--- config.mk ---
export PLATFORM = sky130hd
export DESIGN_NAME = seq_mult
export DESIGN_NICKNAME = d
export VERILOG_FILES = /design/src/rtl/seq_mult_pkg.sv /design/src/rtl/seq_mult.sv
export SDC_FILE = /design/constraint.sdc
export NUM_CORES = 1
export LEC_CHECK = 0
export CAP_MARGIN = 20
export CELL_PAD_IN_SITES_DETAIL_PLACEMENT = 0
export CELL_PAD_IN_SITES_GLOBAL_PLACEMENT = 1
export CORE_UTILIZATION = 30
export CTS_BUF_LIST = sky130_fd_sc_hd__clkbuf_8 sky130_fd_sc_hd__clkbuf_16
export CTS_CLUSTER_DIAMETER = 200
export DETAILED_ROUTE_END_ITERATION = 6
export PLACE_DENSITY = 0.57
export SYNTH_ARGS = -nofsm -noshare
export SYNTH_HDL_FRONTEND = slang
export SYNTH_SLANG_ARGS = --single-unit
export TNS_END_PERCENT = 50
--- constraint.sdc ---
create_clock -name clk -period 2.85 [get_ports clk]
set_input_delay 0.855 -clock clk [delete_from_list [all_inputs] [get_ports clk]]
set_output_delay 0.855 -clock clk [all_outputs]
set_load 0.03 [all_outputs]
--- src/rtl/seq_mult_pkg.sv ---
// Shared types and helpers for the sequential shift-add multiplier.
package seq_mult_pkg;

  // Controller states; encodings are fixed so debug captures stay readable.
  typedef enum logic [1:0] {
    IDLE = 2'd0,
    BUSY = 2'd1,
    DONE = 2'd2
  } state_t;

  // Operand width used when the instantiating tile does not override it.
  localparam int DEFAULT_WIDTH = 8;

  // Iteration counter width: must hold the values 0..WIDTH.
  function automatic int cnt_width(input int w);
    return $clog2(w + 1);
  endfunction

endpackage

--- src/rtl/seq_mult.sv ---
// seq_mult: multi-cycle shift-add multiplier, one partial product per
// enabled cycle, valid/ready on both sides, product held until taken.
// Build option: define SEQ_MULT_SIGNED_EN to add the op_signed port and
// two's-complement operand support (magnitude multiply + final negate).
module seq_mult
  import seq_mult_pkg::*;
#(
  parameter int WIDTH = DEFAULT_WIDTH
) (
  input  logic                 clk,
  input  logic                 rst_n,
  input  logic                 ena,
  input  logic                 in_valid,
  output logic                 in_ready,
  input  logic [WIDTH-1:0]     a,
  input  logic [WIDTH-1:0]     b,
`ifdef SEQ_MULT_SIGNED_EN
  input  logic                 op_signed,
`endif
  output logic                 out_valid,
  input  logic                 out_ready,
  output logic [2*WIDTH-1:0]   product
);

  localparam int CW = cnt_width(WIDTH);
  localparam logic [CW-1:0]      LAST_CNT = CW'(WIDTH - 1);
  localparam logic [CW-1:0]      ONE_C    = {{(CW-1){1'b0}}, 1'b1};
`ifdef SEQ_MULT_SIGNED_EN
  localparam logic [WIDTH-1:0]   ONE_W    = {{(WIDTH-1){1'b0}}, 1'b1};
  localparam logic [2*WIDTH-1:0] ONE_P    = {{(2*WIDTH-1){1'b0}}, 1'b1};
`endif

  state_t               state_reg, state_next;
  logic [WIDTH-1:0]     mcand_reg;
  logic [WIDTH-1:0]     mplier_reg;
  logic [2*WIDTH-1:0]   acc_reg;
  logic [CW-1:0]        cnt_reg;
  logic [2*WIDTH-1:0]   product_reg;

  logic                 accept;
  logic                 release_ok;
  logic                 last_iter;
  logic [WIDTH-1:0]     addend;
  logic [WIDTH:0]       upper_sum;
  logic [2*WIDTH-1:0]   acc_next;
  logic [2*WIDTH-1:0]   product_final;
  logic [WIDTH-1:0]     mcand_load;
  logic [WIDTH-1:0]     mplier_load;
  logic                 unused_acc_lsb;

  assign in_ready   = (state_reg == IDLE);
  assign out_valid  = (state_reg == DONE);
  assign product    = product_reg;

  assign accept     = ena && in_valid && (state_reg == IDLE);
  assign release_ok = ena && out_ready && (state_reg == DONE);
  assign last_iter  = (cnt_reg == LAST_CNT);

  // One iteration: add the multiplicand into the upper half when the
  // current multiplier bit is set, then shift {carry, acc} right by one.
  assign addend     = mplier_reg[0] ? mcand_reg : '0;
  assign upper_sum  = {1'b0, acc_reg[2*WIDTH-1:WIDTH]} + {1'b0, addend};
  assign acc_next   = {upper_sum, acc_reg[WIDTH-1:1]};
  // The accumulator LSB is shifted out every iteration and never read.
  assign unused_acc_lsb = acc_reg[0];

`ifdef SEQ_MULT_SIGNED_EN
  logic neg_reg;

  // Signed operands are multiplied as magnitudes; -2^(W-1) maps to 2^(W-1).
  assign mcand_load    = (op_signed && a[WIDTH-1]) ? (~a + ONE_W) : a;
  assign mplier_load   = (op_signed && b[WIDTH-1]) ? (~b + ONE_W) : b;
  assign product_final = neg_reg ? (~acc_next + ONE_P) : acc_next;

  // Result sign captured on accept, applied on the final product write.
  always_ff @(posedge clk or negedge rst_n) begin
    if (!rst_n) begin
      neg_reg <= 1'b0;
    end else if (accept) begin
      neg_reg <= op_signed && (a[WIDTH-1] ^ b[WIDTH-1]);
    end
  end
`else
  assign mcand_load    = a;
  assign mplier_load   = b;
  assign product_final = acc_next;
`endif

  // State register.
  always_ff @(posedge clk or negedge rst_n) begin
    if (!rst_n) begin
      state_reg <= IDLE;
    end else begin
      state_reg <= state_next;
    end
  end

  // Next-state logic; everything holds while ena is low.
  always_comb begin
    state_next = state_reg;
    case (state_reg)
      IDLE:    if (accept) state_next = BUSY;
      BUSY:    if (ena && last_iter) state_next = DONE;
      DONE:    if (release_ok) state_next = IDLE;
      default: state_next = IDLE;
    endcase
  end

  // Datapath: operand load on accept, one shift-add step per enabled
  // BUSY cycle, product captured on the last step only.
  always_ff @(posedge clk or negedge rst_n) begin
    if (!rst_n) begin
      mcand_reg   <= '0;
      mplier_reg  <= '0;
      acc_reg     <= '0;
      cnt_reg     <= '0;
      product_reg <= '0;
    end else if (accept) begin
      mcand_reg   <= mcand_load;
      mplier_reg  <= mplier_load;
      acc_reg     <= '0;
      cnt_reg     <= '0;
    end else if (ena && (state_reg == BUSY)) begin
      acc_reg    <= acc_next;
      mplier_reg <= {1'b0, mplier_reg[WIDTH-1:1]};
      cnt_reg    <= cnt_reg + ONE_C;
      if (last_iter) begin
        product_reg <= product_final;
      end
    end
  end

endmodule
==> impl_metrics.tcl <==
set metrics [dict create \
    cap_violations 0 \
    drt_iter0_markers 45 \
    first_global_vias 1617 \
    met1_usage_pct 17.7 \
    nNetsFinal 272 \
    post_cts_buffers 0 \
    netlist_area_um2 2450 \
    drive_gt1_share_pct 16.5 \
    cts_buffers 5 \
    max_clock_freq_mhz 398 \
    grt_max_degree 54 \
    via_per_inst 4.67 \
    switching_share_pct 35.1 \
    dp_hpwl_mm 3.45 \
    drc 0 \
    vias 1606 \
    gr-total-overflow 0 \
    met3_usage_pct 2.46 \
    clock_latency_ns 0.30 \
    grt_antenna_before_repair 0 \
    p_comb_share_pct 38.7 \
    dp_slack_ns 0.273 \
    synth_cell_types 39 \
    grt_usage_pct 12.0 \
    async_flop_share_pct 100 \
    p_leak_nw 1.44 \
    cts_hold_buf 0 \
    die_x_um 92.4 \
    met2_usage_pct 17.9 \
    final_core_util_pct 39.5 \
    p_per_area_nw_per_um2 921 \
    worstSetupPathType "flop to primary output" \
    numPortBuffers 38 \
    gp_congestion 0.761 \
    grt_pass1_wl_mm 8.00 \
    synth-seq-cells 53 \
    slowest_delay_ns 0.69 \
    synth-seq-area-share_pct 54.1 \
    cts_sinks 53 \
    power_mw 2.84 \
    peakVddDrop_mv 0.382 \
    antenna_left 0 \
    largest_register_ffs 16 \
    slowest_stage "clkdlybuf4s50_1" \
    final_design_area_no_fill_um2 3080 \
    row_count 32 \
    cp.required_ns 2.00 \
    path_cells "nor2b_1 > clkdlybuf4s50_1" \
    p_switching_uw 998 \
    layout.cells.non_filler 344 \
    dpl_cell_area_um2 2970 \
    routedWlPerCell_um 14.3 \
    diodes 0 \
    slew_headroom_pct 55.1 \
    fin_crit_sh_pct 88.2 \
    fin_ws_ns 0.338 \
    clock_path_buffers 2 \
    start_util_pct 31.4 \
    syn_area_per_cell_um2 12.3 \
    sequentialPowerShare_pct 43.6 \
    cts_tree "built" \
    fin_skew_ns 0.0158 \
    status "completed" \
    cts_max_level 2 \
    rsz0062_at_grt "no" \
    clk_pin_slew_ns 0.10 \
    timing.hold.ws_ns 0.496 \
    fillers 777 \
    dieArea_um2 8540 \
    cts_resized 0 \
    end_kind "primary output" \
    firstDrtPassIters 4 \
    critPathLaunchType "flop" \
    critPathMaxFanout 6 \
    arrival_ns 1.66 \
    yosys_warnings 0 \
    syn-num-nets 230 \
    hold_violations 0 \
    syn_inst 199 \
    synth_edf_count 0 \
    hold_path_class "flop to flop" \
    wl_mm 4.92 \
    grt-busiest-layer "met2" \
    synthFlopType "dfrtp_1" \
    p_int_mw 1.84 \
    clockRootBuffer "clkbuf_8" \
    setup_viol 0 \
    area_growth_pct 25.7 \
    final-max-slew-violation-count 0 \
    period_minus_slack_ns 2.51 \
    fin_tns_setup_ns 0 \
    worst_pin_slew_ns 0.674 \
    pwr-share-clk_pct 17.7 \
    coreArea_um2 7810 \
    io_pins 39 \
    die_h_um 92.4 \
    place_inst 336 \
]
metal layers:
layer / vias up / wire length, um
li1: 800 / -
met1: 778 / 2590
met2: 26 / 2170
met3: 2 / 123
met4: 0 / 43
met5: - / 0
cell families after synthesis:
| kind of cell | synth area share, % |
|---|---|
| adders and majority gates | 5.41 |
| DFF | 54.1 |
| AOI/OAI and AO/OA | 12.9 |
| muxes | 12.0 |
| buffers and inverters | 2.45 |
| xor gates and xnor gates | 2.50 |
| and+or+nand+nor | 10.6 |
cell type report:
type | count | area, um^2 | area share [%]
sequential | 53 | 1330 | 43.0
multi-input combinational | 136 | 1080 | 35.1
timing repair buffer | 44 | 433 | 14.0
tap | 102 | 128 | 4.14
clock buffer | 5 | 68.8 | 2.23
clock inverter | 3 | 42.5 | 1.38
inverter | 1 | 3.75 | 0.122
worst paths after layout:
path / from / to / slack [ns] / cells past startpoint
max: state_reg[1]$_DFFE_PN0P_ / out_valid / 0.34 / 2
min in group asynchronous: rst_n / mcand_reg[0]$_DFFE_PN0P_ / 0.66 / 2
max in group asynchronous: rst_n / acc_reg[13]$_DFFE_PN0P_ / 1.73 / 2
min: mplier_reg[6]$_DFFE_PN0P_ / mplier_reg[6]$_DFFE_PN0P_ / 0.50 / 2
max reg2reg: mplier_reg[0]$_DFFE_PN0P_ / product[13]$_DFFE_PN0P_ / 0.49 / 7
min reg2reg: mplier_reg[6]$_DFFE_PN0P_ / mplier_reg[6]$_DFFE_PN0P_ / 0.50 / 2
cells in the final DEF, fill, tap and decap left out, drive strengths merged, types with 2 or more instances in the layout:
cell type	n
a211o	2
a211oi	2
a21o	3
a21oi	5
a22o	13
a22oi	2
and2	9
and3b	2
buf	7
clkbuf	5
clkdlybuf4s50	37
dfrtp	53
ha	9
inv	2
mux2	20
mux2i	7
nand2	22
nand3b	2
nand4	2
nor2	6
o21ai	9
o31ai	2
xnor2	4
xor2	3
Yosys cell counts (all sizes together), types with 2 or more instances:
library cell	number	area, um^2
ha	9	113
dfrtp	53	1330
a211o	2	17.5
mux2	20	225
buf	8	52.6
mux2i	7	70.1
nor2	6	30.0
a211oi	2	15.0
a22o	13	114
and2	9	58.8
a22oi	2	15.0
xor2	3	26.3
o21ai	9	45.0
a21oi	5	25.0
nand3b	2	15.0
nand4	2	12.5
nand2	22	85.1
a21o	3	22.5
xnor2	4	35.0
and3b	2	17.5
o31ai	2	15.0
critical path, delay by kind of cell (launching register included):
family / cells / cell delay, ns
buf+inv: 1 / 0.69
flops: 1 / 0.46
simple gates: 1 / 0.20
power by group through the flow:
stage	Sequential, mW	Clock, mW	Combinational (mW)
floorplan	1.35	0	0.609
detailed placement	1.26	0	1.11
global route	1.28	0.550	1.20
finish	1.24	0.503	1.10
CTS	1.24	0.526	1.12
global placement	1.26	0	1.10
Note: power is estimated with default switching activity, not from simulation.
